--- src/rtl/gyro_tx_packet_sequencer.sv ---
// Merges three gyro sample channels into 48-bit words and frames them into
// packets of 64<<packet_sel samples for the serializer's AXI-stream input.
module gyro_tx_packet_sequencer #(
    parameter int unsigned DW    = 16,
    parameter int unsigned PKT_W = 16
) (
    input  logic                i_clk,
    input  logic                i_rst,
    input  logic                i_start,
    input  logic                i_stop,
    input  logic [2:0]          i_packet_sel,
    input  logic [PKT_W-1:0]    i_num_packets,
    input  logic [2:0]          i_ch_en,
    input  logic [DW-1:0]       i_s0_tdata,
    input  logic [DW-1:0]       i_s1_tdata,
    input  logic [DW-1:0]       i_s2_tdata,
    input  logic                i_s0_tvalid,
    input  logic                i_s1_tvalid,
    input  logic                i_s2_tvalid,
    output logic                o_s0_tready,
    output logic                o_s1_tready,
    output logic                o_s2_tready,
    output logic [3*DW-1:0]     o_m_tdata,
    output logic                o_m_tvalid,
    input  logic                i_m_tready,
    output logic                o_m_tlast,
    output logic                o_out_start_stop,
    output logic                o_busy,
    output logic                o_packet_done,
    output logic [PKT_W-1:0]    o_packets_sent,
    output logic                o_cfg_err
);

    localparam int unsigned IDX_W = 13;
    localparam int unsigned OW    = 3 * DW;

    typedef enum logic [1:0] {
        S_IDLE  = 2'd0,
        S_RUN   = 2'd1,
        S_FLUSH = 2'd2
    } state_t;

    state_t             r_state;
    state_t             w_state_nxt;

    logic [2:0]         r_packet_sel;
    logic [PKT_W-1:0]   r_num_packets;
    logic [2:0]         r_ch_en;
    logic [IDX_W-1:0]   r_sample_idx;
    logic               r_stop_pending;
    logic [PKT_W-1:0]   r_packets_sent;
    logic [OW-1:0]      r_m_tdata;
    logic               r_m_tvalid;
    logic               r_m_tlast;
    logic               r_packet_done;
    logic               r_cfg_err;
    logic               r_active;

    logic [2:0]         w_valid_vec;
    logic               w_all_valid;
    logic               w_out_free;
    logic               w_boundary_stop;
    logic               w_load;
    logic [IDX_W-1:0]   w_idx_last;
    logic               w_is_last;
    logic [PKT_W-1:0]   w_sent_inc;
    logic               w_run_done;
    logic               w_cfg_ok;
    logic               w_accept_start;
    logic [2:0]         w_tready;
    logic [OW-1:0]      w_word;

    // A word is loaded only when every enabled channel has data and the output slot is free.
    assign w_valid_vec     = {i_s2_tvalid, i_s1_tvalid, i_s0_tvalid};
    assign w_all_valid     = &(w_valid_vec | ~r_ch_en);
    assign w_out_free      = !r_m_tvalid || i_m_tready;
    assign w_boundary_stop = r_stop_pending && (r_sample_idx == '0);
    assign w_load          = (r_state == S_RUN) && w_all_valid && w_out_free && !w_boundary_stop;

    // Last index of a packet; the 8192-sample case wraps the 13-bit shift to 0 and then to all-ones.
    assign w_idx_last = (IDX_W'(64) << r_packet_sel) - IDX_W'(1);
    assign w_is_last  = (r_sample_idx == w_idx_last);
    assign w_sent_inc = (&r_packets_sent) ? r_packets_sent : r_packets_sent + PKT_W'(1);
    assign w_run_done = w_load && w_is_last &&
                        (r_stop_pending || ((r_num_packets != '0) && (w_sent_inc == r_num_packets)));

    assign w_cfg_ok       = (i_ch_en != 3'b000);
    assign w_accept_start = (r_state == S_IDLE) && i_start && w_cfg_ok;

    assign w_word = {r_ch_en[2] ? i_s2_tdata : DW'(0),
                     r_ch_en[1] ? i_s1_tdata : DW'(0),
                     r_ch_en[0] ? i_s0_tdata : DW'(0)};

    always_ff @(posedge i_clk or posedge i_rst) begin
        if (i_rst) begin
            r_state <= S_IDLE;
        end else begin
            r_state <= w_state_nxt;
        end
    end

    always_comb begin
        w_state_nxt = r_state;
        case (r_state)
            S_IDLE: begin
                if (w_accept_start) begin
                    w_state_nxt = S_RUN;
                end
            end
            S_RUN: begin
                if (w_run_done || w_boundary_stop) begin
                    w_state_nxt = S_FLUSH;
                end
            end
            S_FLUSH: begin
                if (w_out_free) begin
                    w_state_nxt = S_IDLE;
                end
            end
            default: begin
                w_state_nxt = S_IDLE;
            end
        endcase
    end

    // Only enabled channels are handshaken, and only on a load.
    always_comb begin
        w_tready = 3'b000;
        if (w_load) begin
            w_tready = r_ch_en;
        end
    end

    always_ff @(posedge i_clk or posedge i_rst) begin
        if (i_rst) begin
            r_packet_sel   <= 3'd0;
            r_num_packets  <= '0;
            r_ch_en        <= 3'b000;
            r_sample_idx   <= '0;
            r_stop_pending <= 1'b0;
            r_packets_sent <= '0;
            r_m_tdata      <= '0;
            r_m_tvalid     <= 1'b0;
            r_m_tlast      <= 1'b0;
            r_packet_done  <= 1'b0;
            r_cfg_err      <= 1'b0;
            r_active       <= 1'b0;
        end else begin
            r_packet_done <= r_m_tvalid && i_m_tready && r_m_tlast;
            r_cfg_err     <= (r_state == S_IDLE) && i_start && !w_cfg_ok;
            r_active      <= (w_state_nxt != S_IDLE);

            if (w_accept_start) begin
                r_packet_sel   <= i_packet_sel;
                r_num_packets  <= i_num_packets;
                r_ch_en        <= i_ch_en;
                r_sample_idx   <= '0;
                r_packets_sent <= '0;
                r_stop_pending <= 1'b0;
            end

            if ((r_state == S_RUN) && i_stop) begin
                r_stop_pending <= 1'b1;
            end

            if (w_load) begin
                r_m_tdata    <= w_word;
                r_m_tlast    <= w_is_last;
                r_m_tvalid   <= 1'b1;
                r_sample_idx <= w_is_last ? '0 : r_sample_idx + IDX_W'(1);
                if (w_is_last) begin
                    r_packets_sent <= w_sent_inc;
                end
            end else if (i_m_tready) begin
                r_m_tvalid <= 1'b0;
            end
        end
    end

    assign o_s0_tready      = w_tready[0];
    assign o_s1_tready      = w_tready[1];
    assign o_s2_tready      = w_tready[2];
    assign o_m_tdata        = r_m_tdata;
    assign o_m_tvalid       = r_m_tvalid;
    assign o_m_tlast        = r_m_tlast;
    assign o_out_start_stop = r_active;
    assign o_busy           = r_active;
    assign o_packet_done    = r_packet_done;
    assign o_packets_sent   = r_packets_sent;
    assign o_cfg_err        = r_cfg_err;

endmodule

--- config.mk ---
export PLATFORM = sky130hd
export DESIGN_NAME = gyro_tx_packet_sequencer
export DESIGN_NICKNAME = d
export VERILOG_FILES = /design/src/rtl/gyro_tx_packet_sequencer.sv
export SDC_FILE = /design/constraint.sdc
export NUM_CORES = 1
export LEC_CHECK = 0
export CAP_MARGIN = 15
export CORE_MARGIN = 2
export CORE_UTILIZATION = 52
export DETAILED_ROUTE_END_ITERATION = 10
export GPL_ROUTABILITY_DRIVEN = 1
export PLACE_DENSITY = 0.85
export SETUP_SLACK_MARGIN = 0.05
export SYNTH_ARGS = -nofsm -noshare
export SYNTH_HDL_FRONTEND = slang
export SYNTH_SLANG_ARGS = --single-unit
export TNS_END_PERCENT = 10
--- constraint.sdc ---
create_clock -name i_clk -period 5.55 [get_ports i_clk]
set_input_delay 1.11 -clock i_clk [delete_from_list [all_inputs] [get_ports i_clk]]
set_output_delay 1.11 -clock i_clk [all_outputs]
set_load 0.01 [all_outputs]
After elaboration in Yosys (flattened, before gate mapping)
Index checks and enable logic that the tools add are counted.
{"block": "word_totals", "input_bits": 78, "output_inout_bits": 73, "elab_cells": 71, "regBits": 107}
{"block": "classes", "addsub": 3, "shifts": 1, "n_mux": 19, "n_eq_ne": 4, "bitwise": 2, "reduce_logical": 29}
{"op": "two-way mux 16 bit", "count": 7}
{"op": "two-way mux 13 bit", "count": 3}
{"op": "adder 16 x 1 -> 16 bit, second input constant", "count": 1}
{"op": "== test 16 bit", "count": 1}
{"op": "AND reduction 16 bit", "count": 1}
{"op": "nonzero test 16 bit", "count": 1}
{"op": "adder 13 x 1 -> 13 bit, second input constant", "count": 1}
{"op": "== test 13 bit", "count": 1}
{"op": "logical AND 1 bit", "count": 13}
{"op": "zero test 13 bit", "count": 1}
{"op": "left shift 7 x 3 -> 13 bit, first input constant", "count": 1}
{"op": "subtractor 13 x 2 -> 13 bit, second input constant", "count": 1}
{"op": "nonzero test 2 bit", "count": 4}
{"op": "two-way mux 2 bit", "count": 3}
{"op": "case mux 2 bit (3 select lines)", "count": 1}
{"op": "two-way mux 1 bit", "count": 4}
{"op": "zero test 1 bit", "count": 3}
{"op": "logical OR 1 bit", "count": 3}
{"op": "two-way mux 3 bit", "count": 1}
{"op": "NOT 3 bit", "count": 1}
{"op": "OR 3 bit", "count": 1}
{"op": "AND reduction 3 bit", "count": 1}
{"op": "nonzero test 3 bit", "count": 1}
{"op": "== test 2 x 1 -> 1 bit, second input constant", "count": 1}
{"op": "other kinds (2)", "count": 2}

Depth between registers and ports, before layout
Gate-level depths: netlist of run 1.
{"block": "logic_depth", "ltp_word": 12, "mapped_depth": 11, "depth_no_buf": 9}

Least setup slack after synthesis of run 1
OpenSTA, ideal clock, no wires.
{"block": "synth_path", "path_kind": "input-to-output", "startpoint": "input i_m_tready", "endpoint": "output o_s0_tready", "arrival_time_ns": 2.447, "required_ns": 4.440, "cell_stages": 6, "n_path_buf": 2, "setup_slack_ns": 1.993, "cell_sequence": "nor2b_1 a2111oi_0 and3_1 buf_2 clkbuf_1 and2_1"}
{"block": "synth_via", "elab_chain_cells": 4}
{"item": "start, declared", "line_no": "25", "rtl": "input logic i_m_tready,"}
{"item": "logical OR 1 bit", "line_no": "76", "rtl": "assign w_out_free = !r_m_tvalid || i_m_tready;"}
{"item": "logical AND 1 bit (2 in series)", "line_no": "78", "rtl": "assign w_load = (r_state == S_RUN) && w_all_valid && w_out_free && !w_boundary_stop;"}
{"item": "two-way mux 3 bit", "line_no": "129", "rtl": "if (w_load) begin"}
{"item": "end, declared", "line_no": "20", "rtl": "output logic o_s0_tready,"}
No other way between the ends.

Worst setup path after layout of run 1
Ends and elaborated chain as after synthesis.

==> metrics, run 1 <==
status completed; Hold/Removal Path Class flop to flop; hold_ws about 0.48 ns; final hold violation count 0; P_leak roughly 3.2 nW; CTS resizes 0; die area between 10000 and 15000 µm²; core area about 10000 µm²; Area growth syn-to-layout 32.0%; die height between 100 and 150 µm; Cell Area, Synth 5480 µm²; drt total wl between 10000 and 15000 µm; critical path capture point type primary output; largest net degree at the start of global routing 65; Slew Limit Headroom 0.415; synth warn 0; Worst Max-Slew Pin Slew just under 0.9 ns; Total GRT Usage 0.264; fillers 776; nets approximately 840; Starting Density 0.534; crit-path cells clkdlybuf4s50_1 -> nor2b_1 -> a2111oi_0 -> and3_2 -> and2_1 -> clkdlybuf4s50_1; DRC Markers 0; Final Max Tran Viols 0; WP data required about 4.4 ns; DP HPWL 10600 µm; total power after layout between 2 and 3 mW; CP max FO 12; fin crit share 0.822; Die Wd 107 µm; TritonCTS buffer count 9; CTS Sinks approximately 110; IO buf count 150; cell mode on critical path clkdlybuf4s50_1; share of layout cells above drive strength 1 0.0513; R2R Path Start o_packets_sent[1]; drt pass-1 iters 8; Finished Cell Area a little over 7000 µm²; Max-cap violations 0; CTS max path bufs 2; drt wl/cell ~17 µm; clk slew on worst S/H paths around 0.090 ns; global-route wire length before repair approximately 24000 µm; DP Area ~7000 µm²; sequential area share after synthesis 0.488; Worst VDD drop about 0.18 mV; EDFF count, synth 0; Reg2Reg Capture Point r_state[0]; Vias per Instance just under 6; worst reg2reg path depth 8; vias 5273; number of setup buffers added after CTS 0; slowest stage cell on the critical path a2111oi_0; Root Buffer clkbuf_8; clock latency at the later pin of the worst-skew pair between 0.3 and 0.4 ns; Placer Congestion roughly 0.94; initial drt markers between 400 and 500; min Tclk post-route around 4.6 ns; Post-synth ARST share 1.00; GR Overflow Total 0; startpoint types primary input; Yosys reg bits 107; Mapped Cells roughly 630; dominant synthesized flop cell dfrtp_1; Post-Place Cells 881; CTS tree built; vias in the first global route roughly 5000; Max stage delay on crit path 0.64 ns; number of diodes 0; Top Ports 151; Arr. time, crit path roughly 3.5 ns; endpoints failing setup 0; worst setup path start i_m_tready; Syn Area/Cell 8.66 µm²; Yosys cell types 55; Peak Freq roughly 0.22 GHz; Mapped Nets between 700 and 800; CTS Hold Bufs 0; htree depth 3; post-route insts no fill 896; RSZ-0062 raised after global routing no; crit path to o_s0_tready; Routed Antenna Nets 0; clk_skew between 0.008 and 0.009 ns; row cnt 37; Setup TNS 0 ns; PwrDens 376 nW/µm²; initial antenna violation count 0; reg2reg setup slack ~2.0 ns; crit path kind primary input to primary output
area by class of cell:
type,instances,area [µm²],share of cell area
Sequential cell,107,2680,0.370
Multi-Input combinational cell,470,2590,0.358
Clock inverter,4,76.3,0.0105
Clock buffer,11,131,0.0181
Inverter,12,47.5,0.00657
Timing Repair Buffer,156,1550,0.214
Tap cell,136,170,0.0235
layer usage:
layer  part of all wire  GRT usage  vias up
met4              0.022     0.0965        0
met3              0.084     0.0450       30
met5                  0          0        -
met1               0.42      0.350     2521
met2               0.47      0.438      290
li1                   -          -     2432
flip-flops by register name (all words and copies together) (netlist names):
name and cells:
r_stop_pending 1, r_state 2, o_packets_sent 16, r_packet_sel 3, r_ch_en 3, o_m_tdata 48
r_sample_idx 13, r_num_packets 16, o_cfg_err 1, o_m_tvalid 1, o_busy 1, o_m_tlast 1
o_packet_done 1
cell usage after synthesis, types with 2 or more instances:
| cell type | n | area [µm²] |
|---|---|---|
| dfrtp_1 | 107 | 2680 |
| buf_2 | 15 | 75.1 |
| a21o_1 | 3 | 22.5 |
| nand4_4 | 2 | 42.5 |
| nor4b_1 | 4 | 35.0 |
| xor2_1 | 7 | 61.3 |
| or4b_2 | 2 | 20.0 |
| o41ai_1 | 4 | 35.0 |
| o21ai_0 | 31 | 155 |
| nor4_2 | 2 | 25.0 |
| nor2b_1 | 5 | 31.3 |
| nand2_1 | 178 | 668 |
| a21oi_1 | 25 | 125 |
| nor2_1 | 22 | 82.6 |
| nor3b_1 | 4 | 30.0 |
| a2111oi_0 | 3 | 26.3 |
| o31a_1 | 2 | 17.5 |
| o311ai_0 | 2 | 17.5 |
| or2_2 | 2 | 12.5 |
| and4_1 | 4 | 35.0 |
| nand3_1 | 66 | 330 |
| and2_1 | 5 | 31.3 |
| a22o_1 | 3 | 26.3 |
| clkbuf_1 | 24 | 90.1 |
| nand4_1 | 11 | 68.8 |
| mux2_2 | 2 | 22.5 |
| nor4_1 | 7 | 43.8 |
| nor3_1 | 5 | 25.0 |
| a311oi_1 | 6 | 52.6 |
| xnor2_1 | 13 | 114 |
| and3_1 | 10 | 62.6 |
| inv_1 | 12 | 45.0 |
| o31ai_1 | 6 | 45.0 |
| nand2b_1 | 7 | 43.8 |
| a31oi_1 | 3 | 18.8 |
| ha_1 | 3 | 37.5 |
| mux2i_1 | 6 | 60.1 |
| buf_1 | 3 | 11.3 |
worst min-delay path by stage:
| stage | startpoint | to | depth (start not counted) |
|---|---|---|---|
| final | o_m_tdata[37] | o_m_tdata[37] | 2 |
| after detailed placement | o_m_tdata[35] | o_m_tdata[35] | 2 |
| after floorplan | r_stop_pending | r_stop_pending | 2 |
| after CTS | o_m_tdata[35] | o_m_tdata[35] | 2 |
| after global routing | o_m_tdata[37] | o_m_tdata[37] | 2 |
| after global placement | o_m_tdata[44] | o_m_tdata[44] | 2 |
power breakdown:
group / switching (mW) / leakage, nW / internal, mW / total, mW
clock: 0.257 / 0.0996 / 0.253 / 0.511
combinational: 0.527 / 1.73 / 0.478 / 1.00
sequential: 0.229 / 1.42 / 0.980 / 1.21
total: 1.01 / 3.25 / 1.71 / 2.72
cell families (layout without fill, tap and decap cells):
logic type / after synthesis / count (layout) / share of synthesized area
simple gates: 342 / 342 / 0.301
flops: 107 / 107 / 0.488
compound gates: 97 / 97 / 0.114
buf+inv: 56 / 183 / 0.0427
xor+xnor: 20 / 20 / 0.0319
mux: 8 / 8 / 0.0151
fa+ha+maj: 3 / 3 / 0.00685
stage by stage:
step / worst slack (ns) / utilization
finish: 0.986 / 0.705
global route: 0.801 / 0.705
CTS: 0.986 / 0.705
detailed placement: 0.993 / 0.684
global placement: 1.11 / 0.684
floorplan: 1.62 / -
cell usage in the layout, fill, tap and decap left out, drive strengths merged, types with 4 or more instances in the layout:
cell type,netlist,final
nand2,178,178
clkdlybuf4s50,0,150
dfrtp,107,107
nand3,67,67
o21ai,31,31
a21oi,25,25
nor2,22,22
xnor2,13,13
nand4,13,13
inv,12,12
clkbuf,25,11
and3,10,10
nor4,10,10
nand2b,7,7
xor2,7,7
a311oi,6,6
mux2i,6,6
buf,19,6
o31ai,6,6
and2,5,5
nor2b,5,5
nor3,5,5
and4,5,5
a2111oi,5,5
nor4b,4,4
nor3b,4,4
o41ai,4,4
worst max-delay path: cells and delay by family:
family / cells / cell delay [ns]
simple gates: 3 / 0.68
buf+inv: 2 / 1.01
compound gates: 1 / 0.64
Note: power is estimated with default switching activity, not from simulation.
==> inputs of run 2 (changes only) <==
CORE_UTILIZATION = 44   (was 52)
PLACE_DENSITY = 0.76   (was 0.85)
clock period = 3.7 ns   (was 5.55 ns; I/O delays follow)
==> run 2 against run 1 <==
Net effect: via count down 1.2%; sequential cell count unchanged; worst hold slack lost 0.0062 ns; cell area rose by 2.9%; critical path depth grew 1; clock skew hardly changed; register-to-register slack got worse by 1.5 ns; combinational power is 62% higher; global-route usage is 2.6 points lower.
==> metrics, run 2 (same netlist as run 1, synthesis figures left out) <==
critical path capture point type primary output (unchanged); drt wl/cell 16.8 µm (was 16.7 µm); PwrDens 582 nW/µm² (was 376 nW/µm²); Placer Congestion 0.971 (was 0.944); Slew Limit Headroom 0.366 (was 0.415); Vias per Instance 5.55 (was 5.89); WHS Endpoint o_m_tdata[19] (was o_m_tdata[37]); endpoints failing setup 0 (unchanged); DRC Markers 0 (unchanged); nets 847 (was 837); Max-cap violations 0 (unchanged); global-route wire length before repair 25100 µm (was 24200 µm); hold wc startpoint o_m_tdata[19] (was o_m_tdata[37]); Top delay family on crit path buffers and inverters (unchanged); slowest stage cell on the critical path clkdlybuf4s50_1 (was a2111oi_0); share of layout cells above drive strength 1 0.0674 (was 0.0513); fin crit share 0.925; Multi-input gate area 2590 µm² (about the same); vias in the first global route 5003 (was 5022); CP max FO 4 (was 12); row cnt 40 (was 37); Routed Antenna Nets 0 (unchanged); Top Ports 151 (unchanged); post-route insts no fill 939 (was 896); WP data required 2.96 ns (was 4.44 ns); Arr. time, crit path 2.68 ns (was 3.45 ns); CTS Hold Bufs 0 (unchanged); RSZ-0062 raised after global routing no (unchanged); clk_skew 0.00821 ns (was 0.00862 ns); CTS max path bufs 2 (unchanged); Worst Max-Slew Pin Slew 0.941 ns (was 0.877 ns); worst setup margin 0.276 ns (was 0.986 ns); most frequent cells in the layout nand2_1, clkdlybuf4s50_1, dfrtp_1 (unchanged); initial drt markers 561 (was 437); Starting Density 0.453 (was 0.534); hold_ws 0.471 ns (was 0.477 ns); commonest non-fill, non-tap cell in the layout nand2_1 (unchanged); Reg area 2680 µm² (unchanged); CTS tree built (unchanged); CP Buf/Inv Count 4 (was 2); Reg2Reg Capture Point r_state[0] (unchanged); htree depth 3 (unchanged); P_leak 3.34 nW (was 3.25 nW); Area growth syn-to-layout 35.8% (was 32.0%); Hold/Removal Path Class flop to flop (unchanged); crit path kind primary input to primary output (unchanged); Final Max Tran Viols 0 (unchanged); reg2reg setup slack 0.49 ns (was 1.99 ns); fillers 1019 (was 776); Post-Place Cells 923 (was 881); IO buf count 150 (unchanged); TritonCTS buffer count 9 (unchanged); cell mode on critical path clkdlybuf4s50_1 (unchanged); final hold violation count 0 (unchanged); number of diodes 0 (unchanged); Max stage delay on crit path 0.53 ns (was 0.64 ns); DP HPWL 11400 µm (was 10600 µm); Hold Path Depth 2 (unchanged); R2R Path Start o_packets_sent[0] (was o_packets_sent[1]); Total GRT Usage 0.238 (was 0.264); Die Wd 116 µm (was 107 µm); clock latency at the later pin of the worst-skew pair 0.36 ns (about the same); clk slew on worst S/H paths 0.07 ns (was 0.09 ns); initial antenna violation count 0 (unchanged); CTS Sinks 107 (unchanged); Root Buffer clkbuf_16 (was clkbuf_8); drt total wl 15800 µm (was 14900 µm); number of flip-flops in the largest register 48 (unchanged); crit-path cells clkdlybuf4s50_1 -> inv_1 -> a2111oi_1 -> buf_4 -> and3_2 -> and2_1 -> clkdlybuf4s50_1 (was clkdlybuf4s50_1 -> nor2b_1 -> a2111oi_0 -> and3_2 -> and2_1 -> clkdlybuf4s50_1); core area 12100 µm² (was 10300 µm²); worst reg2reg path depth 8 (unchanged); drt pass-1 iters 5 (was 8); Peak Freq just under 0.3 GHz; Worst VDD drop 0.256 mV (was 0.177 mV); GR Overflow Total 0 (unchanged); min Tclk post-route roughly 3.4 ns; largest net degree at the start of global routing 63 (was 65); die height 116 µm (was 107 µm); vias 5210 (was 5273); status completed (unchanged); Setup TNS 0 ns (unchanged); startpoint types primary input (unchanged); dpl ws 0.220 ns (was 0.993 ns); die area 13400 µm² (was 11400 µm²)
-- run 2: changes by cell type in the layout (fill, tap and decap cells not counted), sizes merged --
cell and delta:
buf +10, bufinv -2, inv +2, clkinv +1
-- run 2: repair_timing --
item                       4_1_cts  5_1_grt
setup endpoints to repair        0        1
resized for setup                0        1
hold endpoints to repair         0        0
buffers inserted                 0        0
-- run 2: worst max-delay path by stage --
stage	startpoint	to	slack (ns)	cells past startpoint
2_1_floorplan	i_rst	o_busy	0.14	1
3_3_place_gp	i_s2_tvalid	o_s2_tready	0.21	7
3_5_place_dp	i_s2_tvalid	o_s2_tready	0.22	7
4_1_cts	i_s2_tvalid	o_s2_tready	0.22	7
5_1_grt	i_m_tready	o_s2_tready	0.1	7
6_report	i_s2_tvalid	o_s0_tready	0.28	7
-- run 2: where the power goes --
group          total (mW)  switching [mW]  internal, mW  leakage [nW]
combinational        1.62           0.863         0.753          1.78
sequential           1.76           0.287          1.47          1.42
clock               0.962           0.459         0.504         0.144
-- run 2: layout make-up --
class / count / share of cell area
clock inverters: 5 / 0.00605
well taps: 168 / 0.0282
repair buffers: 166 / 0.218
inverters: 12 / 0.00638
multi-input cells: 470 / 0.348
flip-flops and latches: 107 / 0.360
clock buffers: 11 / 0.0339
-- run 2: layer usage --
metal | GRT usage | vias to the layer above | routed length [µm]
met2 | 0.386 | 260 | 7280
met3 | 0.0413 | 36 | 1280
met5 | 0 | - | 0
li1 | - | 2460 | -
met4 | 0.106 | 0 | 449
met1 | 0.315 | 2454 | 6790
-- run 2: per-stage QoR --
stage          total power, mW  utilization  area (µm²)
4_1_cts                   4.35        0.615        7450
6_report                  4.34        0.615        7450
3_3_place_gp              3.32        0.590        7150
3_5_place_dp              3.39        0.590        7150
5_1_grt                   4.61        0.615        7450
2_1_floorplan             2.62            -        5480
-- run 2: worst min-delay path, stage by stage (launching register included) --
cell,delay [ns]
dfrtp_1,0.34
nand2_1,0.05
nand2_1,0.05
==> inputs of run 3 (changes only) <==
CORE_ASPECT_RATIO = 0.9   (was default)
==> run 3 against run 2 <==
Net effect: sequential cell count is the same; critical path depth fell by 1; clock power is 3.5% higher; critical path type unchanged; register-to-register slack improved by 0.02 ns; die area about the same; first-iteration DRC count shrank 9.8%; worst hold slack worse by 0.0020 ns.
==> metrics, run 3 (same netlist as run 1, synthesis figures left out) <==
Arr. time, crit path 2.71 ns (was 2.68 ns); Routed Antenna Nets 0 (unchanged); Finished Cell Area 7460 µm² (was 7450 µm²); initial drt markers 506 (was 561); Starting Density 0.452 (was 0.453); share of layout cells above drive strength 1 0.0686 (was 0.0674); DRC Markers 0 (unchanged); Final Max Tran Viols 0 (unchanged); DP Area 7150 µm² (about the same); DP HPWL 11300 µm (was 11400 µm); CTS Sinks 107 (unchanged); fin crit share 0.931 (was 0.925); die height 110 µm (was 116 µm); vias 5269 (was 5210); core area 12100 µm² (about the same); P_leak 3.36 nW (was 3.34 nW); min Tclk post-route 3.45 ns (was 3.42 ns); initial antenna violation count 0 (unchanged); Worst VDD drop 0.299 mV (was 0.256 mV); clk slew on worst S/H paths 0.07 ns (about the same); RSZ-0062 raised after global routing no (unchanged); clk_skew 0.00794 ns (was 0.00821 ns); fillers 1012 (was 1019); drt total wl 15600 µm (was 15800 µm); PwrDens 584 nW/µm² (was 582 nW/µm²); commonest non-fill, non-tap cell in the layout nand2_1 (unchanged); nets 849 (was 847); vias in the first global route 5002 (was 5003); Area growth syn-to-layout 36.1% (was 35.8%); TritonCTS buffer count 9 (unchanged); Post-Place Cells 917 (was 923); WP data required 2.96 ns (about the same); CP max FO 3 (was 4); post-route insts no fill 933 (was 939); hold_ws 0.469 ns (was 0.471 ns); status completed (unchanged); drt pass-1 iters 5 (unchanged); Root Buffer clkbuf_16 (unchanged); Placer Congestion 0.888 (was 0.971); clock latency at the later pin of the worst-skew pair 0.34 ns (was 0.36 ns); global-route wire length before repair 24900 µm (was 25100 µm); Vias per Instance 5.65 (was 5.55); Reg area 2680 µm² (unchanged); final hold violation count 0 (unchanged); Slew Limit Headroom 0.379 (was 0.366); crit path kind primary input to primary output (unchanged); IO buf count 150 (unchanged); Peak Freq 0.290 GHz (was 0.292 GHz); CTS max path bufs 2 (unchanged); Top Ports 151 (unchanged); slowest stage cell on the critical path clkdlybuf4s50_1 (unchanged); drt wl/cell 16.7 µm (was 16.8 µm); Multi-input gate area 2590 µm² (unchanged); largest net degree at the start of global routing 60 (was 63); htree depth 3 (unchanged); Hold/Removal Path Class flop to flop (unchanged); die area 13400 µm² (about the same); GR Overflow Total 0 (unchanged); Max-cap violations 0 (unchanged); number of flip-flops in the largest register 48 (unchanged); Worst Max-Slew Pin Slew 0.922 ns (was 0.941 ns); endpoints failing setup 0 (unchanged); Top delay family on crit path buffers and inverters (unchanged); crit-path cells clkdlybuf4s50_1 -> nor2b_1 -> a2111oi_1 -> and3_2 -> and2_1 -> clkdlybuf4s50_1 (was clkdlybuf4s50_1 -> inv_1 -> a2111oi_1 -> buf_4 -> and3_2 -> and2_1 -> clkdlybuf4s50_1); critical path capture point type primary output (unchanged); Max stage delay on crit path 0.54 ns (was 0.53 ns); total power after layout 4.36 mW (was 4.34 mW); Total GRT Usage 0.234 (was 0.238); cell mode on critical path clkdlybuf4s50_1 (unchanged); CTS tree built (unchanged); most frequent cells in the layout nand2_1, clkdlybuf4s50_1, dfrtp_1 (unchanged); startpoint types primary input (unchanged); row cnt 38 (was 40); number of diodes 0 (unchanged); Setup TNS 0 ns (unchanged); Die Wd 122 µm (was 116 µm); CP Buf/Inv Count 2 (was 4)
-- run 3: cell types whose count changed in the layout (fill, tap and decap cells not counted), sizes merged --
cell	before	now
bufinv	0	1
clkinvlp	1	0
clkinv	2	1
inv	14	16
clkbuf	11	10
buf	16	18
-- run 3: final timing paths --
check                      slack, ns               from  cells past startpoint               end
min in group asynchronous       0.86              i_rst                      2     o_m_tdata[39]
min                             0.47      o_m_tdata[35]                      2     o_m_tdata[35]
max reg2reg                     0.51  o_packets_sent[0]                      8        r_state[0]
min reg2reg                     0.47      o_m_tdata[35]                      2     o_m_tdata[35]
max                             0.25         i_m_tready                      6       o_s0_tready
max in group asynchronous       2.04              i_rst                      3  r_sample_idx[12]
-- run 3: layer usage --
layer,track usage,share of wire
met1,0.325,0.46
met2,0.392,0.46
met3,0.0306,0.067
met4,0.0550,0.013
met5,0,0
-- run 3: worst reg2reg max path: cells and delay by family, from the launching register on --
family,cells,cell delay [ns]
flip-flops,1,0.47
AND/OR/NAND/NOR,5,1.66
AO/OA/AOI/OAI,2,0.64
adder cells (fa/ha/maj),1,0.31
-- run 3: cell type report --
class,count,area share
Clock buffer,10,0.0307
Clock inverter,6,0.0109
Inverter,12,0.00637
Multi-Input combinational cell,470,0.347
Sequential cell,107,0.359
Tap cell,160,0.0268
Timing Repair Buffer,168,0.219
-- run 3: power by group --
part | internal, mW | switching, mW | total [mW]
combinational | 0.749 | 0.867 | 1.62
sequential | 1.47 | 0.274 | 1.75
clock | 0.542 | 0.454 | 0.996
total | 2.76 | 1.60 | 4.36
-- run 3: repair_timing --
action / CTS / global route
hold buffers: 0 / 0
setup buffers: 0 / 0
endpoints found under the setup margin: 0 / 2
hold endpoints to repair: 0 / 0
resized for setup: 0 / 1
-- run 3: through the flow --
step,worst slack [ns],utilization
2_1_floorplan,0.143,-
3_3_place_gp,0.317,0.590
3_5_place_dp,0.0614,0.590
4_1_cts,0.196,0.616
5_1_grt,0.108,0.616
6_report,0.254,0.616
